$ cat config.mk
export PLATFORM = sky130hd
export DESIGN_NAME = seg7_bcd_display_flat
export DESIGN_NICKNAME = d
export VERILOG_FILES = /design/src/rtl/seg7_bcd_display_if.sv /design/src/rtl/seg7_bcd_display.sv /design/src/flat_wrapper.sv
export SDC_FILE = /design/constraint.sdc
export NUM_CORES = 1
export LEC_CHECK = 0
export BUFFER_PORTS_ARGS = -buffer_cell sky130_fd_sc_hd__buf_2
export CAP_MARGIN = 20
export CELL_PAD_IN_SITES_DETAIL_PLACEMENT = 0
export CELL_PAD_IN_SITES_GLOBAL_PLACEMENT = 1
export CORE_UTILIZATION = 43
export DETAILED_ROUTE_END_ITERATION = 16
export PLACE_DENSITY_LB_ADDON = 0.05
export SETUP_SLACK_MARGIN = 0.3
export SYNTH_ARGS = -nofsm -noshare
export SYNTH_HDL_FRONTEND = slang
export SYNTH_SLANG_ARGS = --single-unit
$ cat constraint.sdc
create_clock -name clk -period 1.89 [get_ports clk]
set_input_delay 0.0945 -clock clk [delete_from_list [all_inputs] [get_ports clk]]
set_output_delay 0.0945 -clock clk [all_outputs]
set_load 0.01 [all_outputs]
$ cat src/rtl/seg7_bcd_display_if.sv
// Handshake and display bus between the control logic and the 7-segment
// display driver.
interface seg7_bcd_display_if #(
  parameter int WIDTH  = 6,
  parameter int DIGITS = 2
);
  logic [WIDTH-1:0]    valor_in;
  logic                cargar;
  logic                parpadeo_en;
  logic                listo;
  logic                hecho;
  logic                desbordado;
  logic [7*DIGITS-1:0] segs;

  modport master (
    output valor_in, cargar, parpadeo_en,
    input  listo, hecho, desbordado, segs
  );

  modport slave (
    input  valor_in, cargar, parpadeo_en,
    output listo, hecho, desbordado, segs
  );
endinterface

$ cat src/rtl/seg7_bcd_display.sv
// Multi-digit active-low 7-segment driver: sequential double-dabble binary to
// BCD conversion, leading-zero blanking, overflow dashes and blinking.

module seg7_digit_enc (
  input  logic [3:0] nib,
  output logic [6:0] seg
);
  always_comb begin
    case (nib)
      4'd0:    seg = 7'h40;
      4'd1:    seg = 7'h79;
      4'd2:    seg = 7'h24;
      4'd3:    seg = 7'h30;
      4'd4:    seg = 7'h19;
      4'd5:    seg = 7'h12;
      4'd6:    seg = 7'h02;
      4'd7:    seg = 7'h78;
      4'd8:    seg = 7'h00;
      4'd9:    seg = 7'h10;
      default: seg = 7'h7F;
    endcase
  end
endmodule

module seg7_bcd_display #(
  parameter int WIDTH     = 6,
  parameter int DIGITS    = 2,
  parameter int BLANK_LZ  = 1,
  parameter int BLINK_DIV = 25_000_000
) (
  input  logic             clk,
  input  logic             rst_n,
  seg7_bcd_display_if.slave bus
);
  localparam int BW   = 4 * DIGITS;
  localparam int CW   = (WIDTH > BW) ? WIDTH : BW;
  localparam int CNTW = $clog2(WIDTH + 1);
  localparam int BLW  = $clog2(BLINK_DIV);
  localparam logic [6:0] BLANK = 7'h7F;
  localparam logic [6:0] DASH  = 7'h3F;

  function automatic int unsigned pow10(input int n);
    int unsigned r;
    r = 1;
    for (int i = 0; i < n; i++) r = r * 10;
    return r;
  endfunction

  localparam int unsigned MAXV_I = pow10(DIGITS) - 1;
  localparam logic [CW-1:0] MAXV = CW'(MAXV_I);

  typedef enum logic [1:0] {IDLE, CONV, UPDATE} state_t;

  state_t              state;
  logic [WIDTH-1:0]    shift_q;
  logic [BW-1:0]       bcd_q;
  logic [CNTW-1:0]     cnt_q;
  logic                ovf_q;
  logic [7*DIGITS-1:0] disp_q;
  logic [7*DIGITS-1:0] segs_q;
  logic                listo_q;
  logic                hecho_q;
  logic                desb_q;
  logic [BLW-1:0]      blink_cnt;
  logic                phase_on;

  // Double-dabble step: correct nibbles >=5, then shift one bit in
  logic [BW-1:0]       bcd_adj;
  logic [BW+WIDTH-1:0] dd_next;

  always_comb begin
    bcd_adj = bcd_q;
    for (int i = 0; i < DIGITS; i++)
      if (bcd_q[4*i +: 4] >= 4'd5) bcd_adj[4*i +: 4] = bcd_q[4*i +: 4] + 4'd3;
    dd_next = {bcd_adj, shift_q} << 1;
  end

  logic [DIGITS-1:0][6:0] dig_seg;
  seg7_digit_enc u_enc [DIGITS-1:0] (.nib(bcd_q), .seg(dig_seg));

  // Scan from the top digit down; upper_zero tracks "all digits above are 0"
  logic [DIGITS-1:0][6:0] new_disp;
  logic                   upper_zero;

  always_comb begin
    new_disp   = '1;
    upper_zero = 1'b1;
    for (int i = DIGITS - 1; i >= 0; i--) begin
      if (ovf_q)
        new_disp[i] = DASH;
      else if (BLANK_LZ != 0 && i != 0 && upper_zero && bcd_q[4*i +: 4] == 4'd0)
        new_disp[i] = BLANK;
      else
        new_disp[i] = dig_seg[i];
      if (bcd_q[4*i +: 4] != 4'd0) upper_zero = 1'b0;
    end
  end

  logic [7*DIGITS-1:0] disp_d;
  logic [BLW-1:0]      blink_d;
  logic                phase_d;

  always_comb begin
    disp_d = (state == UPDATE) ? new_disp : disp_q;
    if (!bus.parpadeo_en) begin
      blink_d = '0;
      phase_d = 1'b1;
    end else if (blink_cnt == BLW'(BLINK_DIV - 1)) begin
      blink_d = '0;
      phase_d = ~phase_on;
    end else begin
      blink_d = blink_cnt + 1'b1;
      phase_d = phase_on;
    end
  end

  always_ff @(posedge clk or negedge rst_n) begin
    if (!rst_n) begin
      state     <= IDLE;
      shift_q   <= '0;
      bcd_q     <= '0;
      cnt_q     <= '0;
      ovf_q     <= 1'b0;
      disp_q    <= '1;
      segs_q    <= '1;
      listo_q   <= 1'b1;
      hecho_q   <= 1'b0;
      desb_q    <= 1'b0;
      blink_cnt <= '0;
      phase_on  <= 1'b1;
    end else begin
      hecho_q   <= 1'b0;
      blink_cnt <= blink_d;
      phase_on  <= phase_d;
      disp_q    <= disp_d;
      segs_q    <= phase_d ? disp_d : '1;
      case (state)
        IDLE: begin
          if (bus.cargar) begin
            shift_q <= bus.valor_in;
            bcd_q   <= '0;
            cnt_q   <= CNTW'(WIDTH);
            ovf_q   <= CW'(bus.valor_in) > MAXV;
            listo_q <= 1'b0;
            state   <= CONV;
          end
        end
        CONV: begin
          bcd_q   <= dd_next[BW+WIDTH-1:WIDTH];
          shift_q <= dd_next[WIDTH-1:0];
          cnt_q   <= cnt_q - 1'b1;
          if (cnt_q == CNTW'(1)) state <= UPDATE;
        end
        UPDATE: begin
          desb_q  <= ovf_q;
          hecho_q <= 1'b1;
          listo_q <= 1'b1;
          state   <= IDLE;
        end
        default: state <= IDLE;
      endcase
    end
  end

  assign bus.segs       = segs_q;
  assign bus.listo      = listo_q;
  assign bus.hecho      = hecho_q;
  assign bus.desbordado = desb_q;
endmodule

$ cat src/flat_wrapper.sv
// flat-port wrapper written by rule: the top's interface ports become plain ports
module seg7_bcd_display_flat 
#(
  parameter int WIDTH     = 6,
  parameter int DIGITS    = 2,
  parameter int BLANK_LZ  = 1,
  parameter int BLINK_DIV = 25_000_000
)
  (clk, rst_n, bus_valor_in, bus_cargar, bus_parpadeo_en, bus_listo, bus_hecho, bus_desbordado, bus_segs);
  seg7_bcd_display_if #(.WIDTH(WIDTH), .DIGITS(DIGITS)) bus_i ();
  input  logic clk;
  input  logic rst_n;
  input wire logic [$bits(bus_i.valor_in)-1:0] bus_valor_in;
  input wire logic [$bits(bus_i.cargar)-1:0] bus_cargar;
  input wire logic [$bits(bus_i.parpadeo_en)-1:0] bus_parpadeo_en;
  output wire logic [$bits(bus_i.listo)-1:0] bus_listo;
  output wire logic [$bits(bus_i.hecho)-1:0] bus_hecho;
  output wire logic [$bits(bus_i.desbordado)-1:0] bus_desbordado;
  output wire logic [$bits(bus_i.segs)-1:0] bus_segs;
  assign bus_i.valor_in = bus_valor_in;
  assign bus_i.cargar = bus_cargar;
  assign bus_i.parpadeo_en = bus_parpadeo_en;
  assign bus_listo = bus_i.listo;
  assign bus_hecho = bus_i.hecho;
  assign bus_desbordado = bus_i.desbordado;
  assign bus_segs = bus_i.segs;
  seg7_bcd_display #(.WIDTH(WIDTH), .DIGITS(DIGITS), .BLANK_LZ(BLANK_LZ), .BLINK_DIV(BLINK_DIV)) u_core (.clk(clk), .rst_n(rst_n), .bus(bus_i));
endmodule
Word-level counts from Yosys, hierarchy flattened --
Memories as Yosys holds them, arrays and structs flattened. Cells that the tools add are included.
Storage, ports and cells: output and inout bits 17, input bits 10, logic and storage cells 53, memories 2, register bits after elaboration 75, bits in read-only memories 224
Memories:
- (name not given) | depth 16, bits a word 7, read ports 1, clocked after Yosys merged registers in 0, write ports 0, RTL line seg7_bcd_display.sv:9 | case (nib)
- (name not given) | depth 16, bits a word 7, read ports 1, clocked after Yosys merged registers in 0, write ports 0, RTL line seg7_bcd_display.sv:9
Cells by class: reductions and logical operators 7, bitwise operators 1, order comparisons 2, add/subtract/negate cells 4, muxes and demuxes 21, equality and inequality tests 6
Operator list (count):
- 2-to-1 mux 25 bit | 2
- 2-to-1 mux 14 bit | 2
- adder 25 x 1 -> 25 bit (second input constant) | 1
- == test 25 bit (second input constant) | 1
- case mux 8 bit (2 select lines) | 1
- case mux 6 bit (2 select lines) | 1
- greater-or-equal comparator 4 x 3 -> 1 bit (second input constant) | 2
- 2-to-1 mux 8 bit | 1
- 2-to-1 mux 7 bit | 1
- 2-to-1 mux 3 bit | 2
- 2-to-1 mux 6 bit | 1
- case mux 3 bit (2 select lines) | 1
- AND reduction 2 bit | 3
- adder 4 x 2 -> 4 bit (second input constant) | 1
- logical NOT 4 bit | 1
- 2-to-1 mux 1 bit | 4
- 2-to-1 mux 2 bit | 2
- 2-to-1 mux 4 bit | 1
- case mux 2 bit (2 select lines) | 1
- nonzero test 2 bit | 2
- adder 3 x 2 -> 3 bit (second input constant) | 1
- == test 3 x 1 -> 1 bit (second input constant) | 1
- subtractor 3 x 1 -> 3 bit (second input constant) | 1
- == test 2 x 1 -> 1 bit (second input constant) | 1
- other kinds (6) | 6

Depth between registers and ports, before layout --
Gate-level depths: netlist (run 1).
depth in word-level cells 4, mapped depth 7, depth with buffers taken out 6

Cells and area by module --
A second synthesis (run 1) with hierarchy kept.
Unflattened totals: cells, all modules 374, area total of the unflattened synthesis 3768.6 µm²
Modules (own cells, without submodules):
- seg7_bcd_display | times used 1, cells an instance 310, seq. area each 1914.3 µm², area each 3358.2 µm²
- seg7_digit_enc at u_core.u_enc[1] | times used 1, cells an instance 33, seq. area each 0.0 µm², area each 210.2 µm²
- seg7_digit_enc at u_core.u_enc[0] | times used 1, cells an instance 31, seq. area each 0.0 µm², area each 200.2 µm²

Worst setup path before layout (run 1) --
OpenSTA, ideal clock, no wires.
path type reg2reg, from reg u_core.blink_cnt[10], to reg u_core.segs_q[5], in the netlist u_core.bus.segs[5], library setup time 0.092 ns, clock period less this slack 2.015 ns, path buffers 1, arrival 1.923 ns, setup slack -0.125 ns, required time 1.798 ns, cell stages (with the launch flop) 6, cell sequence dfrtp_1 -> or4b_1 -> or4_4 -> o21a_4 -> buf_6 -> o311ai_4
On the way: cells in the longest elaborated chain, start to end 4
Ends and longest elaborated chain:
- start: declaration | RTL line seg7_bcd_display.sv:64 | logic [BLW-1:0] blink_cnt;
- start signal: assignment | RTL line seg7_bcd_display.sv:133 | blink_cnt <= blink_d;
- == test 25 bit | RTL line seg7_bcd_display.sv:108 | end else if (blink_cnt == BLW'(BLINK_DIV - 1)) begin
- 2-to-1 mux 1 bit | RTL line seg7_bcd_display.sv:108
- 2-to-1 mux 1 bit | RTL line seg7_bcd_display.sv:105 | if (!bus.parpadeo_en) begin
- 2-to-1 mux 14 bit | RTL line seg7_bcd_display.sv:136 | segs_q <= phase_d ? disp_d : '1;
- end signal: assignment | RTL line seg7_bcd_display.sv:136
- end: declaration | RTL line seg7_bcd_display.sv:60 | logic [7*DIGITS-1:0] segs_q;
Every way passes these cells. A chain may end at the register's enable or synchronous reset.

Worst setup path after layout (run 1) --
from reg u_core.blink_cnt[10], to reg u_core.phase_on
On the way: cells in the longest elaborated chain, start to end 3
Ends and longest elaborated chain:
- == test 25 bit | RTL line seg7_bcd_display.sv:108
- 2-to-1 mux 1 bit | RTL line seg7_bcd_display.sv:108
- 2-to-1 mux 1 bit | RTL line seg7_bcd_display.sv:105
- net u_core.phase_d | RTL line seg7_bcd_display.sv:101 | logic phase_d;
- end signal: assignment | RTL line seg7_bcd_display.sv:134 | phase_on <= phase_d;
- end: declaration | RTL line seg7_bcd_display.sv:65 | logic phase_on;
The timed path passes the listed nets, and every way through them passes these cells.

==> flow_metrics.tcl, run 1 <==
set metrics [dict create \
    vias 2913 \
    total_power_mw 5.954 \
    firstDrtPassIters 4 \
    crit_end "u_core.phase_on$_DFF_PN1_" \
    final_cell_area_sq_um 4607 \
    place_congestion 0.7631 \
    numPortBuffers 25 \
    fin_skew_ns 0.01471 \
    coreArea_sq_um 8763 \
    r2r_setup_slack_ns -0.15 \
    worstMarginPinSlew_ns 0.7700 \
    viasPerCell 5.316 \
    dp_slack_ns -0.1400 \
    drc 0 \
    clk_pin_slew_ns 0.09 \
    cp-startpoint "u_core.blink_cnt[10]$_DFF_PN0_" \
    crit_path_end_kind "flop" \
    finalHoldViolCount 0 \
    r2r-end "u_core.phase_on$_DFF_PN1_" \
    post-dp-hpwl_um 5694 \
    timing.rr.start "u_core.blink_cnt[10]$_DFF_PN0_" \
    pwr_density_cell_nw_per_um2 1292 \
    cp-start-kind "flop" \
    finalSetupViolations 39 \
    n_fill_cell 817 \
    grt_max_degree 39 \
    grt-ovfl-total 0 \
    yosysWarnings 0 \
    finalWorstSetupSlack_ns -0.1493 \
    drive_gt1_share_pct 31.14 \
    synth_cell_types 53 \
    hp-class "primary input to flop" \
    post-route-period-util_pct 107.9 \
    path_max_fanout 15 \
    clk_latency_ns 0.34 \
    h-tree-depth 3 \
    maxClockFrequency_mhz 490.4 \
    fp-row-count 34 \
    rsz0062_at_grt "yes" \
    synth_nets 409 \
    cap_violations 0 \
    slew_headroom_pct 48.61 \
    grt_pass1_wl_um 14210 \
    synth-seq-area-share_pct 49.18 \
    cts-root-buf "clkbuf_8" \
    stdcell_count 548 \
    syn_to_final_growth_pct 18.35 \
    post-cts-setup-buffers 0 \
    ff2ff_path_depth 4 \
    track_usage_pct 18.67 \
    die_h_um 97.15 \
    drv_slew 0 \
    antenna_left 0 \
    peakVddDrop_mv 0.6162 \
    placedCellCount 531 \
    cp.arrival_ns 2.31 \
    io_pins 27 \
    required_ns 2.16 \
    dpl_cell_area_sq_um 4352 \
    syn_area_sq_um 3892 \
    clock_path_buffers 2 \
    start_util_pct 44.42 \
    drt_iter0_markers 73 \
    cts_buffers 9 \
    power.leakage_nw 2.064 \
    status "complete, but fails checks" \
    utilization_pct 52.57 \
    dieArea_sq_um 9437 \
    postSynthRegisterBits 75 \
    wl_um 8123 \
    critPathKind "flop to flop" \
    insertedDiodeCount 0 \
    wl_per_cell_um 14.82 \
    cts_num_sinks 75 \
    die_w_um 97.15 \
    nNetsFinal 460 \
    yosys-top-cells-area "dfrtp_1 (29%), dfstp_2 (20%), ha_1 (4.8%), nand2_1 (4.1%), a21oi_1 (3.1%)" \
    syn_inst 384 \
    grt_pass1_vias 2861 \
    fin_crit_ns 2.039 \
    antenna_found_initial 0 \
    synth_top_cell_by_area "dfrtp_1" \
    yosysTopAreaCellShare_pct 28.93 \
    cts_tree "done" \
    syn-mean-instance-area_sq_um 10.14 \
    violations "setup timing" \
]
-- cells in the final DEF (no fill, tap or decap), types with 6 or more instances in the layout --
cell	Yosys	final
dfrtp_1	45	44
nand2_1	43	43
buf_4	1	31
dfstp_2	30	30
nor2_1	27	27
buf_2	2	24
a21oi_1	24	21
inv_1	21	19
ha_1	15	15
o21ai_1	13	13
nand3_1	10	10
clkbuf_8	0	10
xor2_1	9	9
o31ai_2	7	9
nand4_1	8	8
o31ai_1	10	8
nand2b_1	10	8
o21ai_0	7	7
xnor2_1	7	7
or4_1	6	6
-- final cells by class --
class | count | area (sq um) | share of cell area, %
inverters | 24 | 90.09 | 1.955
well taps | 108 | 135.1 | 2.933
flip-flops and latches | 75 | 1916 | 41.58
clock inverters | 6 | 40.04 | 0.8691
clock buffers | 10 | 137.6 | 2.988
multi-input cells | 265 | 1854 | 40.25
repair buffers | 60 | 434.2 | 9.424
-- metal layers --
metal	track usage (%)	vias up	wire (um)
met5	0	-	0
met2	28.06	46	3598
met1	27.42	1395	4207
met4	6.544	0	106
met3	2.806	10	211
li1	-	1462	-
-- cells in the mapped netlist, drive strengths merged --
cell and instances:
dfrtp 45, nand2 43, dfstp 30, nor2 27
a21oi 24, inv 24, o21ai 21, o31ai 17
ha 15, clkbuf 14, nand2b 10, nand3 10
xor2 9, nand4 8, o311ai 7, or4 7
xnor2 7, buf 6, nor3b 6, a211o 4
a22o 4, and4 4, mux2i 4, o211ai 4
or3 4, a31o 3, nor2b 3, nor3 3
a211oi 2, a31oi 2, and2 2, and3 2
nor4 2, or4b 2, a21boi 1, a221oi 1
a22oi 1, and4b 1, conb 1, o21a 1
o21bai 1, o31a 1, or2 1
-- how the worst min path moves through the flow --
stage	from	endpoint	slack (ns)	cells after the start
final	bus_cargar	u_core.bus.listo$_DFFE_PN1P_	0.09	4
after global routing	bus_cargar	u_core.bus.listo$_DFFE_PN1P_	0.13	4
after CTS	bus_cargar	u_core.bus.listo$_DFFE_PN1P_	0.08	4
after floorplan	rst_n	u_core.bcd_q[0]$_DFFE_PN0P_	-0.20	0
after detailed placement	rst_n	u_core.bus.hecho$_DFF_PN0_	0.10	1
after global placement	rst_n	u_core.bus.hecho$_DFF_PN0_	0.1	1
-- sequential cells by signal, summed over array words and instances, names as in the netlist --
signal,cells
u_core.bcd_q,8
u_core.cnt_q,3
u_core.bus.hecho,1
u_core.bus.listo,1
u_core.state,2
u_core.blink_cnt,25
u_core.bus.segs,14
u_core.shift_q,6
u_core.phase_on,1
u_core.disp_q,14
-- repair_timing --
| item | in CTS | in global routing |
|---|---|---|
| gates resized for setup | 4 | 12 |
| pin swaps | 0 | 2 |
| hold buffers | 1 | 0 |
| setup endpoints to repair | 40 | 53 |
| endpoints found under the hold margin | 30 | 0 |
-- power breakdown --
group / switching, mW / internal [mW]
Sequential: 0.282 / 2.23
Combinational: 1.29 / 1.03
Clock: 0.610 / 0.513
Total: 2.18 / 3.77
-- critical path, stage by stage, from the launching register on --
cell and delay (ns):
dfrtp_1 0.38, or4b_1 0.51, or4_4 0.45, o21a_4 0.30, or3_1 0.33
-- through the flow --
stage / TNS, ns / hold WS (ns)
global route: -7.442 / 0.1323
floorplan: -1.622 / -0.2011
finish: -4.020 / 0.09493
CTS: -3.905 / 0.08371
global placement: -3.251 / 0.09927
detailed placement: -4.385 / 0.1003
-- cells by family after synthesis --
logic type / after synthesis / share of synthesized area (%)
adder cells (fa/ha/maj): 15 / 4.822
AO/OA/AOI/OAI: 94 / 18.35
XOR/XNOR: 16 / 3.600
buffers and inverters: 44 / 4.789
multiplexers: 4 / 1.029
AND/OR/NAND/NOR: 135 / 18.13
other: 1 / 0.09634
flip-flops: 75 / 49.18
No activity file was read; power rests on OpenSTA's default activity.
==> run 2: changes to the inputs <==
Settings changed: CORE_UTILIZATION 43 to 45, CTS_BUF_LIST set to sky130_fd_sc_hd__clkbuf_8.
==> run 2 against run 1 <==
The run still ends with setup timing left; worst hold slack improved by 0.00086 ns; first-iteration DRC count rose by 38%; clock power rose by 21%; sequential cell count did not move; final cell count rose by 1.3%; combinational power rose by 7%; critical path depth rose by 1; via count rose by 1.7%; global-route usage rose by 1.3 points; critical endpoint is now u_core.bus.segs[5]$_DFF_PN1_; largest power group unchanged; highest routed layer unchanged.
==> flow_metrics.tcl, run 2 (synthesized netlist as in run 1, its figures left out) <==
set metrics [dict create \
    die_w_um 95.01 \
    post-dp-hpwl_um 5631 \
    drive_gt1_share_pct 33.11 \
    numPortBuffers 25 \
    wl_um 8103 \
    max_stage_delay_ns 0.51 \
    h-tree-depth 3 \
    start_util_pct 46.90 \
    drv_slew 0 \
    largest_reg_flops 25 \
    required_ns 2.14 \
    cts_num_sinks 75 \
    crit_path_end_kind "flop" \
    grt_max_degree 60 \
    nNetsFinal 470 \
    firstDrtPassIters 4 \
    syn_to_final_growth_pct 21.50 \
    post-route-period-util_pct 108.6 \
    final_cell_area_sq_um 4730 \
    grt_pass1_vias 2782 \
    peakVddDrop_mv 0.5844 \
    maxClockFrequency_mhz 487.3 \
    cts_tree "done" \
    grt_pass1_wl_um 13780 \
    path_max_fanout 5 \
    cts_buffers 9 \
    hp-class "primary input to flop" \
    slew_headroom_pct 48.16 \
    largest_register "u_core.blink_cnt" \
    final_common_cell "dfrtp_1" \
    insertedDiodeCount 0 \
    final_cell_mix "dfrtp_1 (44), nand2_1 (43), buf_4 (39), dfstp_2 (30), nor2_1 (27)" \
    worstMarginPinSlew_ns 0.7768 \
    track_usage_pct 19.97 \
    stdcell_count 555 \
    finalWorstSetupSlack_ns -0.1620 \
    critPathKind "flop to flop" \
    cp-start-kind "flop" \
    drc 0 \
    violations "setup timing" \
    n_fill_cell 765 \
    placedCellCount 535 \
    utilization_pct 56.99 \
    cts-root-buf "clkbuf_8" \
    fin_skew_ns 0.01402 \
    dp_slack_ns -0.1495 \
    vias 2963 \
    pwr_density_cell_nw_per_um2 1334 \
    die_h_um 95.01 \
    antenna_left 0 \
    dieArea_sq_um 9026 \
    cap_violations 0 \
    power.leakage_nw 2.123 \
    grt-ovfl-total 0 \
    crit_slowest_cell "or4b_1" \
    clk_pin_slew_ns 0.08 \
    finalSetupViolations 36 \
    finalHoldViolCount 0 \
    status "complete, but fails checks" \
    wl_per_cell_um 14.60 \
    place_congestion 0.7843 \
    path_cells "or4b_1, or4_4, o21a_4, buf_6, o311ai_4" \
    multi_input_area_sq_um 1868 \
    r2r_setup_slack_ns -0.16 \
    antenna_found_initial 0 \
    register_area_sq_um 1916 \
    viasPerCell 5.339 \
    dpl_cell_area_sq_um 4400 \
    hold_slack_ns 0.09579 \
    io_pins 27 \
    clock_path_buffers 2 \
    cp.arrival_ns 2.30 \
    clk_latency_ns 0.35 \
    fp-row-count 33 \
    rsz0062_at_grt "yes" \
    coreArea_sq_um 8299 \
    fin_crit_ns 2.052 \
    drt_iter0_markers 101 \
]
[run 2: cell types whose count changed in the layout (fill, tap and decap cells not counted), moves of 2 or more]
cell / delta
o311ai_1: +2
o31ai_2: -2
bufinv_16: +2
buf_4: +8
ha_1: -2
inv_1: -2
o311ai_2: -2
[run 2: layer usage]
metal  track usage, %  share of wire, %  up-vias
met5                0                 0        -
met4            7.197               1.2        0
met3            3.140               2.9        9
met2            29.14                45       41
met1            29.69                51     1429
li1                 -                 -     1484
[run 2: worst max-delay path: cells and delay by family, from the launching register on]
kind            cells  cell delay (ns)
simple gates        2             0.99
compound gates      2             0.46
flops               1             0.38
buf+inv             1             0.13
[run 2: timing repair]
action,in CTS,in global routing
buffers inserted,1,1
resized for setup,1,20
hold buffers,1,0
pin swaps,0,5
gates cloned,1,0
endpoints found under the setup margin,40,46
endpoints found under the hold margin,49,0
[run 2: path summary, 6_finish.rpt]
check / from / end / depth (start not counted)
min in group asynchronous: rst_n / u_core.bus.hecho$_DFF_PN0_ / 2
worst max-delay path: u_core.blink_cnt[10]$_DFF_PN0_ / u_core.bus.segs[5]$_DFF_PN1_ / 5
worst min register to register: u_core.disp_q[2]$_DFF_PN1_ / u_core.disp_q[2]$_DFF_PN1_ / 2
worst min-delay path: bus_cargar / u_core.bus.listo$_DFFE_PN1P_ / 4
max in group asynchronous: rst_n / u_core.bus.listo$_DFFE_PN1P_ / 3
worst max register to register: u_core.blink_cnt[10]$_DFF_PN0_ / u_core.bus.segs[5]$_DFF_PN1_ / 5
[run 2: area by class of cell]
cell class                      count  area share, %
Sequential cell                    75          40.50
Multi-Input combinational cell    266          39.50
Timing Repair Buffer               69          10.69
Tap cell                          105          2.778
Clock buffer                        9          2.619
Clock inverter                      7          1.958
Inverter                           24          1.958
[run 2: where the power goes]
group / total, mW / switching [mW] / internal (mW)
logic: 2.48 / 1.35 / 1.13
clock network: 1.35 / 0.605 / 0.741
registers: 2.48 / 0.250 / 2.23
[run 2: stage by stage]
step | power (mW) | TNS (ns)
2_1_floorplan | 4.119 | -1.622
3_3_place_gp | 4.790 | -1.630
3_5_place_dp | 4.839 | -1.923
4_1_cts | 6.213 | -2.419
5_1_grt | 6.838 | -5.418
6_report | 6.311 | -2.398
==> run 3: changes to the inputs <==
Settings changed: CORE_ASPECT_RATIO set to 1.25.
==> run 3 against run 2 <==
Global-route usage rose by 0.23 points; routed wire length rose by 0.20%; worst hold slack got worse by 0.0022 ns; the run still ends with setup timing left; largest cell class unchanged; sequential share of layout area rose by 0.56 points; largest power group unchanged; non-clock buffer count fell by 1; cell area fell by 1.2%; first-iteration DRC count rose by 71%; die area barely moved.
==> flow_metrics.tcl, run 3 (synthesized netlist as in run 1, its figures left out) <==
set metrics [dict create \
    status "complete, but fails checks" \
    violations "setup timing" \
    io_pins 27 \
    grt-ovfl-total 0 \
    cts_num_sinks 75 \
    cts_buffers 9 \
    required_ns 2.14 \
    vias 2960 \
    slew_headroom_pct 50.03 \
    m1WireLength_um 3686 \
    cts-root-buf "clkbuf_8" \
    wl_um 8119 \
    final_common_cell "nand2_1" \
    finalHoldViolCount 0 \
    track_usage_pct 20.19 \
    maxClockFrequency_mhz 495.9 \
    dpl_cell_area_sq_um 4360 \
    place_congestion 0.7715 \
    clk_pin_slew_ns 0.09 \
    met3_length_um 216 \
    path_max_fanout 7 \
    cp-start-kind "flop" \
    stdcell_count 546 \
    crit_path_end_kind "flop" \
    drc 0 \
    clock_path_buffers 2 \
    die_h_um 106.0 \
    critPathKind "flop to flop" \
    hold_slack_ns 0.09356 \
    fp-row-count 37 \
    clk_latency_ns 0.36 \
    die_w_um 85.19 \
    worstMarginPinSlew_ns 0.7488 \
    antenna_found_initial 0 \
    final_cell_mix "nand2_1 (43), dfrtp_1 (42), buf_4 (37), dfstp_2 (30), nor2_1 (27)" \
    dp_slack_ns -0.1315 \
    utilization_pct 56.05 \
    largest_register "u_core.blink_cnt" \
    post-route-period-util_pct 106.7 \
    grt_max_degree 40 \
    firstDrtPassIters 4 \
    largest_reg_flops 25 \
    fin_skew_ns 0.02001 \
    insertedDiodeCount 0 \
    cap_violations 0 \
    power.leakage_nw 2.111 \
    h-tree-depth 3 \
    drt_iter0_markers 173 \
    top_layer "met4" \
    wl_per_cell_um 14.87 \
    hp-class "primary input to flop" \
    fin_crit_ns 2.017 \
    peakVddDrop_mv 0.4756 \
    total_power_mw 6.239 \
    start_util_pct 46.71 \
    post-dp-hpwl_um 5661 \
    viasPerCell 5.421 \
    route.met2.wl_um 3993 \
    cp.arrival_ns 2.27 \
    nNetsFinal 469 \
    rsz0062_at_grt "yes" \
    grt_pass1_wl_um 14160 \
    antenna_left 0 \
    drv_slew 0 \
    finalWorstSetupSlack_ns -0.1266 \
    pwr_density_cell_nw_per_um2 1336 \
    tns_ns -4.026 \
    numPortBuffers 25 \
    placedCellCount 523 \
    drive_gt1_share_pct 31.63 \
    final_cell_area_sq_um 4671 \
    finalSetupViolations 39 \
    grt_pass1_vias 2911 \
    syn_to_final_growth_pct 19.99 \
    dieArea_sq_um 9028 \
    coreArea_sq_um 8333 \
    cts_tree "done" \
]
## run 3: area by class of cell
cell class | instances | area, sq um
clock buffers | 9 | 123.9
clock inverters | 7 | 97.59
fillers | 776 | 3662
inverters | 24 | 90.09
multi-input cells | 266 | 1818
flip-flops and latches | 75 | 1918
well taps | 97 | 121.4
repair buffers | 68 | 501.7
## run 3: per-layer routing
layer	GRT usage [%]	vias to the layer above
met1	26.10	1415
met3	3.494	15
met5	0	-
met2	33.01	45
li1	-	1485
met4	9.201	0
## run 3: worst max-delay path, stage by stage (launching register included)
cell,delay (ns)
dfrtp_1,0.38
or4b_1,0.51
or4_4,0.46
buf_6,0.15
nor3_4,0.15
buf_6,0.17
o311ai_1,0.11
## run 3: repair_timing
item	4_1_cts	5_1_grt
setup endpoints to repair	41	54
hold buffers	1	0
setup buffers	1	4
cloned	1	0
endpoints found under the hold margin	9	0
gates resized for setup	5	9
pin swaps	2	3
## run 3: path summary, 6_finish.rpt
path	end	slack, ns	from	depth (start not counted)
worst max-delay path	u_core.bus.segs[2]$_DFF_PN1_	-0.13	u_core.blink_cnt[10]$_DFF_PN0_	6
worst min-delay path	u_core.bus.listo$_DFFE_PN1P_	0.09	bus_cargar	4
worst max register to register	u_core.bus.segs[2]$_DFF_PN1_	-0.13	u_core.blink_cnt[10]$_DFF_PN0_	6
worst min register to register	u_core.disp_q[1]$_DFF_PN1_	0.48	u_core.disp_q[1]$_DFF_PN1_	2
max in group asynchronous	u_core.bus.listo$_DFFE_PN1P_	1.03	rst_n	3
min in group asynchronous	u_core.bcd_q[3]$_DFFE_PN0P_	0.24	rst_n	2
## run 3: where the power goes
group | leakage [nW] | total (mW) | internal, mW | switching, mW
logic | 1.09 | 2.34 | 1.07 | 1.27
registers | 0.909 | 2.51 | 2.23 | 0.275
clock network | 0.115 | 1.39 | 0.753 | 0.637
